===== src/rtl/mig_cp_ptab_xlat.sv =====
// rtl/mig_cp_ptab_xlat.sv - DSid partition table with pipelined per-channel base+offset translation
// Optional feature macro: MIG_CP_PTAB_STATS_EN (per-entry hit counters on col 4)
module mig_cp_ptab_xlat #(
  parameter int NUM_ENTRIES = 8,
  parameter int NUM_PORTS   = 2,
  parameter int TAG_WIDTH   = 16,
  parameter int ADDR_WIDTH  = 32,
  parameter int CNT_WIDTH   = 32
) (
  input  logic                            aclk,
  input  logic                            aresetn,
  input  logic                            sel,
  input  logic [14:0]                     col,
  input  logic [14:0]                     row,
  input  logic [63:0]                     wdata,
  input  logic                            wen,
  output logic [63:0]                     rdata,
  input  logic [NUM_PORTS-1:0]            req_valid,
  output logic [NUM_PORTS-1:0]            req_ready,
  input  logic [NUM_PORTS*TAG_WIDTH-1:0]  req_tag,
  input  logic [NUM_PORTS*ADDR_WIDTH-1:0] req_addr,
  output logic [NUM_PORTS-1:0]            resp_valid,
  input  logic [NUM_PORTS-1:0]            resp_ready,
  output logic [NUM_PORTS*ADDR_WIDTH-1:0] resp_addr,
  output logic [NUM_PORTS-1:0]            resp_hit,
  output logic [NUM_PORTS-1:0]            resp_oob
);

  localparam int IDX_W = (NUM_ENTRIES > 1) ? $clog2(NUM_ENTRIES) : 1;

  // Partition table storage
  logic [TAG_WIDTH-1:0]   tab_tag  [NUM_ENTRIES];
  logic [ADDR_WIDTH-1:0]  tab_base [NUM_ENTRIES];
  logic [ADDR_WIDTH-1:0]  tab_len  [NUM_ENTRIES];
  logic [NUM_ENTRIES-1:0] tab_valid;

  logic             row_in;
  logic [IDX_W-1:0] row_idx;
  logic             wr_en;
  logic             unused_wdata;

  assign row_in       = ({17'd0, row} < 32'(NUM_ENTRIES));
  assign row_idx      = row[IDX_W-1:0];
  assign wr_en        = sel & wen & row_in;
  assign unused_wdata = ^wdata;

  // Per-channel lookup result against the current (pre-write) table contents
  logic [NUM_PORTS-1:0] lk_hit;
  logic [IDX_W-1:0]     lk_idx [NUM_PORTS];

  // Pipeline state
  logic [NUM_PORTS-1:0]  s1_valid, s1_hit, s2_valid, s2_hit, s2_oob;
  logic [NUM_PORTS-1:0]  s2_ready, s1_adv, accept;
  logic [ADDR_WIDTH-1:0] s1_off  [NUM_PORTS];
  logic [ADDR_WIDTH-1:0] s1_base [NUM_PORTS];
  logic [ADDR_WIDTH-1:0] s1_len  [NUM_PORTS];
  logic [ADDR_WIDTH-1:0] s2_addr [NUM_PORTS];

`ifdef MIG_CP_PTAB_STATS_EN
  logic [CNT_WIDTH-1:0] cnt_q   [NUM_ENTRIES];
  logic [2:0]           cnt_add [NUM_ENTRIES];
  logic [CNT_WIDTH:0]   cnt_sum [NUM_ENTRIES];
`endif

  // Table register writes; out-of-range rows and unknown columns are dropped
  always_ff @(posedge aclk) begin
    if (!aresetn) begin
      for (int e = 0; e < NUM_ENTRIES; e++) begin
        tab_tag[e]  <= '0;
        tab_base[e] <= '0;
        tab_len[e]  <= '0;
      end
      tab_valid <= '0;
    end else if (wr_en) begin
      case (col)
        15'd0:   tab_base[row_idx]  <= wdata[ADDR_WIDTH-1:0];
        15'd1:   tab_len[row_idx]   <= wdata[ADDR_WIDTH-1:0];
        15'd2:   tab_tag[row_idx]   <= wdata[TAG_WIDTH-1:0];
        15'd3:   tab_valid[row_idx] <= wdata[0];
        default: ;
      endcase
    end
  end

  // Combinational register read, zero-extended, independent of sel
  always_comb begin
    rdata = '0;
    if (row_in) begin
      case (col)
        15'd0:   rdata = 64'(tab_base[row_idx]);
        15'd1:   rdata = 64'(tab_len[row_idx]);
        15'd2:   rdata = 64'(tab_tag[row_idx]);
        15'd3:   rdata = 64'(tab_valid[row_idx]);
`ifdef MIG_CP_PTAB_STATS_EN
        15'd4:   rdata = 64'(cnt_q[row_idx]);
`endif
        default: rdata = '0;
      endcase
    end
  end

  // Tag match with lowest-index priority (scan high to low so the lowest hit is kept)
  always_comb begin
    for (int p = 0; p < NUM_PORTS; p++) begin
      lk_hit[p] = 1'b0;
      lk_idx[p] = '0;
      for (int e = NUM_ENTRIES - 1; e >= 0; e--) begin
        if (tab_valid[e] && (tab_tag[e] == req_tag[p*TAG_WIDTH +: TAG_WIDTH])) begin
          lk_hit[p] = 1'b1;
          lk_idx[p] = IDX_W'(e);
        end
      end
    end
  end

  // Handshake and flow control per channel
  always_comb begin
    s2_ready  = '0;
    s1_adv    = '0;
    req_ready = '0;
    accept    = '0;
    resp_addr = '0;
    for (int p = 0; p < NUM_PORTS; p++) begin
      s2_ready[p]  = !s2_valid[p] || resp_ready[p];
      s1_adv[p]    = s1_valid[p] && s2_ready[p];
      req_ready[p] = !s1_valid[p] || s1_adv[p];
      accept[p]    = req_valid[p] && req_ready[p];
      resp_addr[p*ADDR_WIDTH +: ADDR_WIDTH] = s2_addr[p];
    end
  end

  assign resp_valid = s2_valid;
  assign resp_hit   = s2_hit;
  assign resp_oob   = s2_oob;

  // Stage 1: capture offset plus a snapshot of the matched entry's base/len
  always_ff @(posedge aclk) begin
    if (!aresetn) begin
      s1_valid <= '0;
      s1_hit   <= '0;
      for (int p = 0; p < NUM_PORTS; p++) begin
        s1_off[p]  <= '0;
        s1_base[p] <= '0;
        s1_len[p]  <= '0;
      end
    end else begin
      for (int p = 0; p < NUM_PORTS; p++) begin
        if (accept[p]) begin
          s1_valid[p] <= 1'b1;
          s1_hit[p]   <= lk_hit[p];
          s1_off[p]   <= req_addr[p*ADDR_WIDTH +: ADDR_WIDTH];
          s1_base[p]  <= tab_base[lk_idx[p]];
          s1_len[p]   <= tab_len[lk_idx[p]];
        end else if (s1_adv[p]) begin
          s1_valid[p] <= 1'b0;
        end
      end
    end
  end

  // Stage 2: translate and bounds-check; holds while the response is stalled
  always_ff @(posedge aclk) begin
    if (!aresetn) begin
      s2_valid <= '0;
      s2_hit   <= '0;
      s2_oob   <= '0;
      for (int p = 0; p < NUM_PORTS; p++) s2_addr[p] <= '0;
    end else begin
      for (int p = 0; p < NUM_PORTS; p++) begin
        if (s2_ready[p]) begin
          s2_valid[p] <= s1_valid[p];
          if (s1_valid[p]) begin
            s2_hit[p]  <= s1_hit[p];
            s2_oob[p]  <= s1_hit[p] && (s1_off[p] >= s1_len[p]);
            s2_addr[p] <= s1_hit[p] ? (s1_base[p] + s1_off[p]) : s1_off[p];
          end
        end
      end
    end
  end

`ifdef MIG_CP_PTAB_STATS_EN
  // Sum same-cycle hits per entry and form the saturating next count
  always_comb begin
    for (int e = 0; e < NUM_ENTRIES; e++) begin
      cnt_add[e] = '0;
      for (int p = 0; p < NUM_PORTS; p++) begin
        if (accept[p] && lk_hit[p] && (lk_idx[p] == IDX_W'(e))) cnt_add[e] = cnt_add[e] + 3'd1;
      end
      cnt_sum[e] = {1'b0, cnt_q[e]} + (CNT_WIDTH+1)'(cnt_add[e]);
    end
  end

  // Hit counters; a clearing write wins over a same-cycle hit
  always_ff @(posedge aclk) begin
    if (!aresetn) begin
      for (int e = 0; e < NUM_ENTRIES; e++) cnt_q[e] <= '0;
    end else begin
      for (int e = 0; e < NUM_ENTRIES; e++) begin
        if (wr_en && (col == 15'd4) && (row_idx == IDX_W'(e))) cnt_q[e] <= '0;
        else if (cnt_sum[e][CNT_WIDTH]) cnt_q[e] <= '1;
        else cnt_q[e] <= cnt_sum[e][CNT_WIDTH-1:0];
      end
    end
  end
`endif

endmodule


===== config.mk =====
export PLATFORM = sky130hd
export DESIGN_NAME = mig_cp_ptab_xlat
export DESIGN_NICKNAME = d
export VERILOG_FILES = /design/src/rtl/mig_cp_ptab_xlat.sv
export SDC_FILE = /design/constraint.sdc
export NUM_CORES = 2
export LEC_CHECK = 0
export ABC_AREA = 1
export BUFFER_PORTS_ARGS = -buffer_cell sky130_fd_sc_hd__buf_2
export CAP_MARGIN = 20
export CELL_PAD_IN_SITES_DETAIL_PLACEMENT = 1
export CELL_PAD_IN_SITES_GLOBAL_PLACEMENT = 1
export CORE_AREA = 4 4 397 399
export DETAILED_ROUTE_END_ITERATION = 7
export DIE_AREA = 0 0 401 403
export PLACE_DENSITY = 0.76
export SYNTH_ARGS = -nofsm -noshare
export SYNTH_HDL_FRONTEND = slang
export SYNTH_SLANG_ARGS = --single-unit
export TNS_END_PERCENT = 50

===== constraint.sdc =====
create_clock -name aclk -period 4.5 [get_ports aclk]
set_input_delay 0.675 -clock aclk [delete_from_list [all_inputs] [get_ports aclk]]
set_output_delay 0.675 -clock aclk [all_outputs]
set_load 0.005 [all_outputs]

==> results.md <==
- Vias: 62680
- Top cell type's share of synthesized area: 45.05%
- Global-route wire length before repair: 439300 um
- IO Pins: 334
- Gr usage total: 37.21%
- Slew Limit Fails: 0
- Most frequent cells after synthesis: nand2_1, nor2_1, nand3_1
- FF+latch count, synth: 914
- PD cells: 333.3 nW/um^2
- Area of the multi-input gates: 26450 sq um
- MaxCap Viol Count: 0
- CTS max path bufs: 3
- DR WL met3: 36180 um
- Die width: 401 um
- Root Driver: clkbuf_16
- Synthesis-to-finish area growth: 15.88%
- Die ar.: 161600 sq um
- Cell taking the most area after synthesis: edfxtp_1
- Postcts setup bufs: 0
- Placed Area: 65460 sq um
- PostCTS Resize Cnt: 0
- Largest cells by area after synthesis: edfxtp_1, nand2_1, nor2_1
- Post-synthesis cell count: 7871
- Worst EP required: 3830 ps
- Gp weighted congestion: 1.061
- Arr. time, crit path: 3550 ps
- Sequential share of the synthesized area: 45.65%
- Pre-Repair DR Iteration Count: 6
- Setup_tns: 0 ps
- Total grt overflow: 0
- Hold WC Path Type: in -> reg
- DR WL met2: 137900 um
- Initial antenna violation count: 32
- Hold Buf Count CTS: 0
- Async SR Flop Fraction: 0%
- Crit share post-route: 93.78%
- Vias in the first global route: 63250
- CP startpoint kind: input pin
- Clock Skew: 41.11 ps
- Post-synth EDFFs: 896
- Post-DP HPWL: 220800 um
- Largest net degree at the start of global routing: 101
- Worst-Margin Slew: 1079 ps
- Outcome: finished clean
- Yosys cell types: 65
- Peak supply drop: 0.2996 mV
- Register area: 27270 sq um
- Hold Violations, Final: 0
- DRT met1 WL: 116200 um
- Final WL: 311900 um
- Critical path fanouts, max: 13
- Setup crit end kind: output port
- Htree depth: 3
- Final setup vio count: 0
- Final ANT Viol Nets: 0
- Clk Latency, worst-skew pair: 770 ps
- Die Ht: 403 um
- Area of the mapped netlist: 59730 sq um
- Port bufs: 269
- Primary FF master, synth: edfxtp_1
- Design Area, Final: 69210 sq um
- CTS tree: done
- Initial Utilization: 38.82%
- DR WL/cell: 30.27 um
- Clock slew at reported path FFs: 60 ps
- Drt first-iter violations: 7973
- Vias per std cell: 6.085
- PnR worst setup slack: 279.7 ps
- Clk sinks: 914
- LEAKAGE: 32.04 nW
- Synthesis Warnings: 0
- Pwr Total: 0.02307 W
- Kind of critical path: in -> out
- Fillcell total: 18960
- Drc violations: 0
- Number of CTS-inserted buffers: 106
- Rows: 144
- Post-Synthesis Mean Instance Area: 7.588 sq um
- Share of layout cells above drive strength 1: 11.27%
- Pre-CTS setup slack: 416.9 ps
- Core ar.: 153900 sq um
- DR top layer: met5
- # nets final: 8474
- Rel. slew slack: 27.37%
- RSZ-0062 raised after global routing: false
- Fin crit period: 4220 ps
- Fmax: 237.0 MHz
- Top-count cell post-synth: nand2_1
[power breakdown]
| part | leakage, nW | switching, W | internal, W |
|---|---|---|---|
| Clock | 1.78 | 0.00393 | 0.00537 |
| Sequential | 8.99 | 0.000462 | 0.00988 |
| Combinational | 21.3 | 0.00243 | 0.00101 |
[flip-flops by register name, summed over array words and instances, names as in the netlist]
signal / cells
resp_hit: 2
resp_oob: 2
resp_valid: 2
s1_base: 64
s1_hit: 2
s1_len: 64
s1_off: 64
s1_valid: 2
s2_addr: 64
tab_base: 256
tab_len: 256
tab_tag: 128
tab_valid: 8
[stage by stage]
step                instances  hold WS [ps]  util [%]
global placement        10080         455.2     42.55
floorplan                7902         461.8         -
finish                  10300         219.0     44.98
global route            10290         213.8     44.96
CTS                     10290         192.1     44.96
detailed placement      10080         478.0     42.55
[worst max-delay path, stage by stage]
cell	delay, ps
buf_2	100
nor4_1	280
nand2_1	100
nor4_2	410
nand3_1	250
inv_2	420
buf_4	290
nand4_1	320
o311ai_0	210
nand2_1	260
inv_1	90
buf_2	110
[final cells by class]
type	instances	share of cell area, %
Inverter	1006	5.461
Clock inverter	65	1.256
Tap cell	2044	3.695
Clock buffer	137	4.102
Antenna cell	15	0.05423
Timing Repair Buffer	664	7.821
Multi-Input combinational cell	5456	38.21
Sequential cell	914	39.40
[kinds of logic after synthesis]
| logic type | Yosys count | share of synthesized area, % |
|---|---|---|
| flops | 914 | 45.65 |
| buf+inv | 1532 | 10.68 |
| fa+ha+maj | 128 | 2.707 |
| simple gates | 4384 | 30.93 |
| xor+xnor | 106 | 1.554 |
| other cells | 1 | 0.006279 |
| compound gates | 806 | 8.476 |
[final timing paths]
kind            startpoint            end  slack (ps)  depth (start not counted)
min reg2reg    resp_hit[1]    resp_hit[1]         490                          2
max                 col[9]      rdata[11]         280                         12
max reg2reg  tab_tag[7][4]  s1_len[0][10]         820                         22
min           req_addr[24]  s1_off[0][24]         220                          3
[cell usage in the layout, fill, tap and decap left out, types with 16 or more instances in the layout]
master / count
nand2_1: 1533
nor2_1: 1506
nand3_1: 1066
inv_1: 958
edfxtp_1: 896
buf_4: 307
buf_2: 269
o22ai_1: 207
o21ai_0: 155
a21oi_1: 150
ha_1: 126
clkbuf_16: 106
buf_12: 88
nand4_1: 85
a221oi_1: 85
xor2_1: 66
nor3_1: 47
nor4_1: 42
xnor2_1: 40
o21ai_1: 40
inv_2: 36
a31oi_1: 36
conb_1: 32
clkbuf_1: 24
clkinv_1: 22
o221ai_1: 22
nand2_2: 19
o211ai_1: 18
dfxtp_1: 18
clkinv_2: 17
a22oi_1: 16
[per-layer routing]
layer,vias up,track usage (%)
met5,-,0.3866
met4,30,21.00
met3,1142,9.321
met2,4016,58.49
met1,30790,46.75
li1,26700,-
Note: power is estimated with default switching activity, not from simulation.
